--- src/rtl/mem_stage_hs.sv ---
// Memory stage with a variable-latency req/ack data-memory interface, lane steering,
// load extension, pipeline stall generation and misalignment/timeout error reporting.
module mem_stage_hs #(
    parameter int unsigned WORDLENGTH = 32,
    parameter int unsigned TIMEOUT    = 16,
    parameter int unsigned TO_W       = 5
) (
    input  logic                    clk,
    input  logic                    reset,
    input  logic [3:0]              control_signals,
    input  logic [1:0]              mem_size,
    input  logic                    mem_signed,
    input  logic [WORDLENGTH-1:0]   Mem_address,
    input  logic [WORDLENGTH-1:0]   Mem_input,
    output logic [1:0]              WB_control,
    output logic [WORDLENGTH-1:0]   ALU_out,
    output logic [WORDLENGTH-1:0]   Mem_out,
    output logic                    mem_stall,
    output logic                    mem_err,
    output logic                    dmem_req,
    output logic                    dmem_we,
    output logic [WORDLENGTH-1:0]   dmem_addr,
    output logic [WORDLENGTH-1:0]   dmem_wdata,
    output logic [WORDLENGTH/8-1:0] dmem_be,
    input  logic [WORDLENGTH-1:0]   dmem_rdata,
    input  logic                    dmem_ack
);

    localparam int unsigned NB = WORDLENGTH / 8;
    localparam int unsigned LW = $clog2(NB);

    typedef enum logic [1:0] {StIdle, StWait, StDone} state_e;

    state_e                state_q, state_d;
    logic                  req_q, req_d;
    logic                  we_q, we_d;
    logic [WORDLENGTH-1:0] addr_q, addr_d;
    logic [WORDLENGTH-1:0] wdata_q, wdata_d;
    logic [NB-1:0]         be_q, be_d;
    logic [WORDLENGTH-1:0] mem_out_q, mem_out_d;
    logic [TO_W-1:0]       cnt_q, cnt_d;
    logic                  terr_q, terr_d;
    logic [LW-1:0]         off_q, off_d;
    logic [1:0]            size_q, size_d;
    logic                  sgn_q, sgn_d;
    logic                  load_q, load_d;

    logic                  reg_write, mem_to_reg, mem_read, mem_write, access;
    logic [3:0]            size_bytes;
    logic [LW-1:0]         size_mask, offset, lane;
    logic                  legal, start, illegal_hit;
    logic [NB-1:0]         be_calc;
    logic [WORDLENGTH-1:0] wdata_calc, field, load_ext;
    logic                  msb;
    int unsigned           nbits;

    assign reg_write  = control_signals[3];
    assign mem_to_reg = control_signals[2];
    assign mem_read   = control_signals[1];
    assign mem_write  = control_signals[0];
    assign access     = mem_read | mem_write;

    assign size_bytes = 4'd1 << mem_size;
    assign size_mask  = LW'(size_bytes - 4'd1);
    assign offset     = Mem_address[LW-1:0];
    // Read+write together is treated as illegal so no bus cycle is ever started for it.
    assign legal      = (32'(size_bytes) <= NB) && ((offset & size_mask) == '0)
                        && !(mem_read && mem_write);
    assign start       = (state_q == StIdle) && access && legal;
    assign illegal_hit = (state_q == StIdle) && access && !legal;

    assign be_calc = NB'(((16'd1 << size_bytes) - 16'd1) << offset);

    always_comb begin
        wdata_calc = '0;
        lane       = '0;
        for (int i = 0; i < int'(NB); i++) begin
            lane = LW'(i) & size_mask;
            wdata_calc[8*i +: 8] = Mem_input[{lane, 3'b000} +: 8];
        end
    end

    // Extraction uses the offset/size captured at issue, not the live pipeline inputs.
    always_comb begin
        field = dmem_rdata >> {off_q, 3'b000};
        nbits = 32'd8 << size_q;
        case (size_q)
            2'd0:    msb = field[7];
            2'd1:    msb = field[15];
            2'd2:    msb = field[31];
            default: msb = field[WORDLENGTH-1];
        endcase
        load_ext = '0;
        for (int b = 0; b < int'(WORDLENGTH); b++) begin
            load_ext[b] = (32'(b) < nbits) ? field[b] : (sgn_q & msb);
        end
    end

    always_comb begin
        state_d   = state_q;
        req_d     = req_q;
        we_d      = we_q;
        addr_d    = addr_q;
        wdata_d   = wdata_q;
        be_d      = be_q;
        mem_out_d = mem_out_q;
        cnt_d     = cnt_q;
        terr_d    = 1'b0;
        off_d     = off_q;
        size_d    = size_q;
        sgn_d     = sgn_q;
        load_d    = load_q;
        case (state_q)
            StIdle: begin
                if (start) begin
                    req_d   = 1'b1;
                    we_d    = mem_write;
                    addr_d  = {Mem_address[WORDLENGTH-1:LW], {LW{1'b0}}};
                    be_d    = be_calc;
                    wdata_d = wdata_calc;
                    cnt_d   = '0;
                    off_d   = offset;
                    size_d  = mem_size;
                    sgn_d   = mem_signed;
                    load_d  = mem_read;
                    state_d = StWait;
                end
            end
            StWait: begin
                if (dmem_ack) begin
                    req_d = 1'b0;
                    if (load_q) mem_out_d = load_ext;
                    state_d = StDone;
                end else if (cnt_q == TO_W'(TIMEOUT - 1)) begin
                    req_d   = 1'b0;
                    terr_d  = 1'b1;
                    state_d = StDone;
                end else begin
                    cnt_d = cnt_q + TO_W'(1);
                end
            end
            StDone:  state_d = StIdle;
            default: state_d = StIdle;
        endcase
    end

    always_ff @(posedge clk or negedge reset) begin
        if (!reset) begin
            state_q   <= StIdle;
            req_q     <= 1'b0;
            we_q      <= 1'b0;
            addr_q    <= '0;
            wdata_q   <= '0;
            be_q      <= '0;
            mem_out_q <= '0;
            cnt_q     <= '0;
            terr_q    <= 1'b0;
            off_q     <= '0;
            size_q    <= '0;
            sgn_q     <= 1'b0;
            load_q    <= 1'b0;
        end else begin
            state_q   <= state_d;
            req_q     <= req_d;
            we_q      <= we_d;
            addr_q    <= addr_d;
            wdata_q   <= wdata_d;
            be_q      <= be_d;
            mem_out_q <= mem_out_d;
            cnt_q     <= cnt_d;
            terr_q    <= terr_d;
            off_q     <= off_d;
            size_q    <= size_d;
            sgn_q     <= sgn_d;
            load_q    <= load_d;
        end
    end

    assign mem_stall  = start || (state_q == StWait);
    assign mem_err    = illegal_hit || terr_q;
    assign WB_control = {reg_write & ~mem_err, mem_to_reg};
    assign ALU_out    = Mem_address;
    assign Mem_out    = mem_out_q;
    assign dmem_req   = req_q;
    assign dmem_we    = we_q;
    assign dmem_addr  = addr_q;
    assign dmem_wdata = wdata_q;
    assign dmem_be    = be_q;

endmodule

--- config.mk ---
export PLATFORM = sky130hd
export DESIGN_NAME = mem_stage_hs
export DESIGN_NICKNAME = d
export VERILOG_FILES = /design/src/rtl/mem_stage_hs.sv
export SDC_FILE = /design/constraint.sdc
export NUM_CORES = 1
export LEC_CHECK = 0
export ABC_CLOCK_PERIOD_IN_PS = 6500
export CORE_MARGIN = 4
export CORE_UTILIZATION = 45
export DETAILED_ROUTE_END_ITERATION = 10
export GPL_TIMING_DRIVEN = 0
export PLACE_DENSITY = 0.95
export SYNTH_ARGS = -nofsm -noshare
export SYNTH_HDL_FRONTEND = slang
export SYNTH_SLANG_ARGS = --single-unit
--- constraint.sdc ---
create_clock -name clk -period 6.5 [get_ports clk]
set_clock_uncertainty 0.2 [all_clocks]
set_input_delay 1.3 -clock clk [delete_from_list [all_inputs] [get_ports clk]]
set_output_delay 1.3 -clock clk [all_outputs]
set_load 0.01 [all_outputs]
# After elaboration in Yosys (flattened, before gate mapping)
# Index checks and enable logic that the tools add are counted.
# Widths: inputs -> output; s select.
[totals] regBits=114 latchBits=0 mem_bits_rw=0 mem_bits_ro=0 in_bits=106 output_inout_bits=138 elab_cells=136 n_memories=0
[classes] add_sub_neg=3 multipliers=0 n_div=0 n_lt_le_gt_ge=33 eq_ne=7 shifts=8 n_mux=48 bitwise_logic=5 n_reduce_logical=19
[ops] op="$lt 5x32->1 const A" count=16
[ops] op="$lt 4x32->1 const A" count=8
[ops] op="$lt 3x32->1 const A" count=4
[ops] op="$lt 1x32->1 const A" count=2
[ops] op="$lt 2x32->1 const A" count=2
[ops] op="$shiftx 32x6->8" count=2
[ops] op="$mux 1" count=38
[ops] op="$shiftx 32x5->8" count=1
[ops] op="$shl 4x2->32 const A" count=1
[ops] op="$shr 32x5->32" count=1
[ops] op="$shl 1x4->16 const A" count=1
[ops] op="$shl 16x2->4" count=1
[ops] op="$sub 16x1->16 const B" count=1
[ops] op="$mux 5" count=3
[ops] op="$pmux 5 s2" count=1
[ops] op="$logic_and 1x1->1" count=6
[ops] op="$logic_not 2->1" count=3
[ops] op="$mux 2" count=3
[ops] op="$ne 2x2->1 const B" count=3
[ops] op="$reduce_and 3->1" count=2
[ops] op="$add 5x1->5 const B" count=1
[ops] op="$eq 5x4->1 const B" count=1
[ops] op="$eq 2x1->1 const B" count=2
[ops] op="$le 4x3->1 const B" count=1
[ops] op="14 further kinds" count=19

# Longest topological paths before layout
# Gate-level depths: netlist (run 1).
[depth] word_depth=11 depth_mapped=8

# Worst setup path before layout (run 1)
# Ideal clock, no wire load.
[synth_path] kind="input to output" from="input mem_size[1]" to="output mem_stall" arrival_ns=3.293 required_ns=5.000 setup_slack_ns=1.707 cell_stages=8 cell_sequence="nor2_2 > buf_4 > ha_1 > buf_2 > o2111ai_2 > nor4_4 > buf_6 > nand2b_1"
[synth_between] elab_chain_cells=8 elab_cells_between_ends=9 cone_classes="add/sub (1); order compare (1); shift (1); bitwise (1); reduce/logical (5)"
[synth_lines] element="from (decl)" line="11" rtl="input logic [1:0] mem_size,"
[synth_lines] element="$shl 1x2->4 *" line="63" rtl="assign size_bytes = 4'd1 << mem_size;"
[synth_lines] element="$sub 2x1->2" line="64" rtl="assign size_mask = LW'(size_bytes - 4'd1);"
[synth_lines] element="$and 2x2->2" line="67" rtl="assign legal = (32'(size_bytes) <= NB) && ((offset & size_mask) == '0)"
[synth_lines] element="$logic_not 2->1" line="67"
[synth_lines] element="$logic_and 1x1->1 *" line="67"
[synth_lines] element="$logic_and 1x1->1 *" line="68" rtl="&& !(mem_read && mem_write);"
[synth_lines] element="$logic_and 1x1->1 *" line="69" rtl="assign start = (state_q == StIdle) && access && legal;"
[synth_lines] element="$logic_or 1x1->1 *" line="179" rtl="assign mem_stall = start || (state_q == StWait);"
[synth_lines] element="to (decl)" line="18" rtl="output logic mem_stall,"
# Every way passes the cells marked *; elsewhere a longest branch is shown, timed or not.

# Final worst setup path (run 1)
# Ends and elaborated chain as after synthesis.

==> results of run 1 <==
[cell families (layout without fill, tap and decap cells)]
kind of cell | after synthesis | after routing | synth area share (%)
other cells | 1 | 2 | 0.0652
flops | 114 | 114 | 49.6
buf+inv | 67 | 340 | 8.05
simple gates | 92 | 92 | 8.88
mux | 122 | 122 | 25.0
compound gates | 60 | 60 | 7.05
fa+ha+maj | 4 | 4 | 0.870
xor+xnor | 3 | 3 | 0.457
[worst min path at each step]
stage	end	slack, ns	from
2_1_floorplan	load_q$_DFFE_PN0P_	0.29	load_q$_DFFE_PN0P_
3_3_place_gp	Mem_out[7]$_DFFE_PN0P_	0.27	Mem_out[7]$_DFFE_PN0P_
3_5_place_dp	Mem_out[7]$_DFFE_PN0P_	0.27	Mem_out[7]$_DFFE_PN0P_
4_1_cts	Mem_out[7]$_DFFE_PN0P_	0.28	Mem_out[7]$_DFFE_PN0P_
5_1_grt	dmem_wdata[18]$_DFFE_PN0P_	0.30	dmem_wdata[18]$_DFFE_PN0P_
6_report	Mem_out[7]$_DFFE_PN0P_	0.28	Mem_out[7]$_DFFE_PN0P_
[timing repair]
action,in CTS,in global routing
hold buffers,0,0
endpoints found under the hold margin,0,0
endpoints found under the setup margin,1,0
gates resized for setup,1,0
[power by group through the flow]
| stage | logic, mW | clock network (mW) | registers, mW |
|---|---|---|---|
| after CTS | 1.53 | 1.03 | 1.19 |
| after global routing | 1.62 | 1.06 | 1.22 |
| after global placement | 1.47 | 0 | 1.17 |
| final | 1.52 | 1.01 | 1.19 |
| after floorplan | 0.548 | 0 | 1.30 |
| after detailed placement | 1.52 | 0 | 1.19 |
[placed cells by master (no fill, tap or decap), types with 7 or more instances in the layout]
cell type                         instances
sky130_fd_sc_hd__a21oi_1                 16
sky130_fd_sc_hd__o22a_1                  16
sky130_fd_sc_hd__buf_6                    9
sky130_fd_sc_hd__clkbuf_16               17
sky130_fd_sc_hd__nand2_1                 12
sky130_fd_sc_hd__dfrtp_1                114
sky130_fd_sc_hd__mux2_2                  88
sky130_fd_sc_hd__clkbuf_1                 7
sky130_fd_sc_hd__mux2_1                   7
sky130_fd_sc_hd__and2_1                  15
sky130_fd_sc_hd__mux2i_1                 19
sky130_fd_sc_hd__buf_4                   38
sky130_fd_sc_hd__nor2_1                  33
sky130_fd_sc_hd__o21ai_0                 12
sky130_fd_sc_hd__nor2b_1                 10
sky130_fd_sc_hd__inv_1                    8
sky130_fd_sc_hd__clkdlybuf4s50_1        239
sky130_fd_sc_hd__mux4_2                   8
sky130_fd_sc_hd__a211oi_1                 8
sky130_fd_sc_hd__nand2b_1                 7
[cell usage after synthesis (8+ instances only)]
master / count / share of area [%]
sky130_fd_sc_hd__a211oi_1: 8 / 1.0
sky130_fd_sc_hd__a21oi_1: 16 / 1.4
sky130_fd_sc_hd__and2_1: 15 / 1.6
sky130_fd_sc_hd__buf_4: 37 / 4.8
sky130_fd_sc_hd__buf_6: 9 / 1.8
sky130_fd_sc_hd__dfrtp_1: 114 / 50
sky130_fd_sc_hd__inv_1: 8 / 0.52
sky130_fd_sc_hd__mux2_2: 88 / 17
sky130_fd_sc_hd__mux2i_1: 19 / 3.3
sky130_fd_sc_hd__mux4_2: 8 / 3.1
sky130_fd_sc_hd__nand2_1: 12 / 0.78
sky130_fd_sc_hd__nor2_1: 33 / 2.2
sky130_fd_sc_hd__nor2b_1: 10 / 1.1
sky130_fd_sc_hd__o21ai_0: 12 / 1.0
sky130_fd_sc_hd__o22a_1: 16 / 2.4
[area by class of cell]
cell class	count	area (um^2)
clock inverter	10	153
timing repair buffer	241	2430
tap	172	215
fill	862	3520
clock buffer	22	494
buffer	59	433
inverter	8	30.0
multi-input combinational	283	2440
sequential	114	2850
[state kept, by name (all words and copies together), names as in the netlist, 2 cells and up]
name and cells:
state_q 2, dmem_addr 30, size_q 2, Mem_out 32, dmem_be 4, off_q 2, dmem_wdata 32, cnt_q 5
[layer usage]
metal / vias up / GRT usage [%] / share of wire, %
li1: 2138 / - / -
met1: 2299 / 26.5 / 36
met2: 225 / 43.6 / 52
met3: 49 / 9.00 / 9.6
met4: 0 / 9.42 / 3.0
met5: - / 0 / 0
[worst max-delay path: cells and delay by family]
family,cells,cell delay [ns]
and+or+nand+nor,3,1.20
adders and majority gates,1,0.16
buffers and inverters,5,1.87
AOI/OAI and AO/OA,1,0.17
[through the flow]
| stage | std cells | total power, mW | utilization [%] | TNS [ns] |
|---|---|---|---|---|
| finish | 909 | 3.72 | 72.0 | 0 |
| floorplan | 464 | 1.85 | - | 0 |
| global placement | 876 | 2.64 | 66.6 | -33.86 |
| CTS | 909 | 3.75 | 72.0 | 0 |
| global route | 909 | 3.90 | 72.0 | 0 |
| detailed placement | 877 | 2.71 | 66.8 | -0.00474 |
==> implementation parameters, run 1 <==
Parameter                              Value

Global route
  Number of global-route vias before repair ... 5320
  Wire length of the first global-routing pass ... 27700 um
  GR Util All Layers ... 24.5%
  Congestion Overflow GR ... 0
  Maximum number of pins on one net before global-route repair ... 71
  Antenna violations before repair ... 0

Timing
  Max_slew headroom ... 44.6%
  RSZ-0062 raised after global routing ... false
  Slew at the pin closest to its max-slew limit ... 0.825 ns
  Post-Route Hold Slack ... 0.279 ns
  Setup-failing EPs final ... 0
  Final max-slew violation count ... 0
  Final cycle utilization of the critical path ... 95.6%
  Maximum clock frequency ... 161 MHz
  Count of final hold-check violations ... 0
  Least setup slack across all paths after layout ... 0.287 ns
  Clock period minus worst slack ... 6.21 ns

Floorplan
  Placement Rows ... 41
  Die height ... 121 um
  Total core area ... 0.0126 mm^2
  Die X ... 121 um
  Starting utilization of the core area ... 45.8%
  Die Outline Area ... 0.0147 mm^2
  Top Ports ... 244

Worst setup path
  R2R Setup Slk ... 4.00 ns
  Required time reported for the critical path endpoint ... 5.00 ns
  Crit start category ... input pin
  Cell with the largest stage delay on the worst path ... sky130_fd_sc_hd__nor4_4
  Worst setup path category ... input pin to primary output
  Launching element of the worst setup path ... mem_size[1]
  RR Endpoint ... cnt_q[2]$_DFFE_PN0P_
  Sort of element at the end of the critical path ... primary output
  Timing endpoint of the critical path ... mem_stall
  Crit path cell chain ... clkdlybuf4s50_1 -> nor2_4 -> buf_4 -> ha_1 -> buf_2 -> o2111ai_2 -> nor4_4 -> buf_6 -> nand2b_1 -> clkdlybuf4s50_1
  FF-to-FF path depth ... 7
  Worst Path Max Fanout ... 10
  Cell seen most often among critical-path stages ... sky130_fd_sc_hd__clkdlybuf4s50_1
  Data arrival time of the worst path ... 4.71 ns
  Slowest cell delay on critical path ... 0.65 ns
  Launching point of the worst reg2reg path ... cnt_q[0]$_DFFE_PN0P_

Clocking
  CTS Sinks ... 114
  Number of buffers added by the clock tree synthesis step ... 17
  Clock tree from TritonCTS ... built
  CTS max path bufs ... 2
  Cell chosen for the clock root ... sky130_fd_sc_hd__clkbuf_16
  Clock insertion delay at the later pin of the skew report ... 0.41 ns
  Postcts setup bufs ... 0
  Number of levels the H-tree was split into ... 4
  Post-CTS clock slew at the launch and capture registers of the worst setup and hold paths ... 0.05 ns

Logic synthesis
  Number of storage elements in the synthesis netlist ... 114
  Mean post-synth cell area ... 12.4 um^2
  Netlist Area Pre-Place ... 0.00575 mm^2
  Synthesized instance count ... 463
  Async SR Flop Fraction ... 100%
  Number of distinct library cells after synthesis ... 47
  Sequential area share after synthesis ... 49.6%
  Number of enable-type register cells in the synthesized netlist ... 0
  Number of warnings issued by yosys ... 0
  Post-synth top flop ... sky130_fd_sc_hd__dfrtp_1

Pwr
  Share of total power in the clock network ... 27.2%
  Share of power burned in combinational logic ... 40.9%
  Share of power burned in registers ... 31.9%
  Switching share of power ... 30.3%
  Internal Dissipation ... 2.59 mW
  Net Switching ... 1.13 mW
  P_leak ... 3.80 nW
  Power per Cell Area ... 411 mW/mm^2
  Worst supply voltage drop on vdd ... 0.000278 V

Place
  Pre-CTS setup slack ... -0.00474 ns
  Count of input and output buffers ... 240
  Area post-placement ... 0.00840 mm^2
  Post-detailed-placement half-perimeter wirelength ... 13100 um
  Global placer's final weighted congestion ... 0.861

Cells and area
  Layout overhead on the synthesized area ... 57.3%
  Ant diodes ... 0
  Layout cell share with drive strength beyond 1 ... 25.2%
  Final standard cell area without fillers ... 0.00905 mm^2
  Layout net count ... 834

Worst hold path
  Path type of the worst min-delay path ... flop to flop
  Count of cells along the worst hold path ... 2

Run
  Max cap viols ... 0

Detailed routing
  Vias ... 4711
  Residual antenna-violating net count after detailed routing ... 0
  Total detailed-routing wirelength ... 17700 um
  Total DRC errors in the routed layout ... 0
  Routed length per instance ... 19.5 um
  Iter 0 DRT Violations ... 393
  Via/cell ratio ... 5.18
  Total iterations of the first detailed-routing run ... 5

Run status
  Run status ... finished clean
No activity file was read; power rests on OpenSTA's default activity.
==> run 2, diff against run 1 <==
--- a/config.mk
+++ b/config.mk
@@ -10,6 +10,7 @@
 export CORE_UTILIZATION = 45
 export DETAILED_ROUTE_END_ITERATION = 10
 export GPL_TIMING_DRIVEN = 0
+export HOLD_SLACK_MARGIN = 0.08
 export PLACE_DENSITY = 0.95
 export SYNTH_ARGS = -nofsm -noshare
 export SYNTH_HDL_FRONTEND = slang
==> results of run 2 <==
Same layout as run 1: the final DEF is identical, and so are final timing and power.
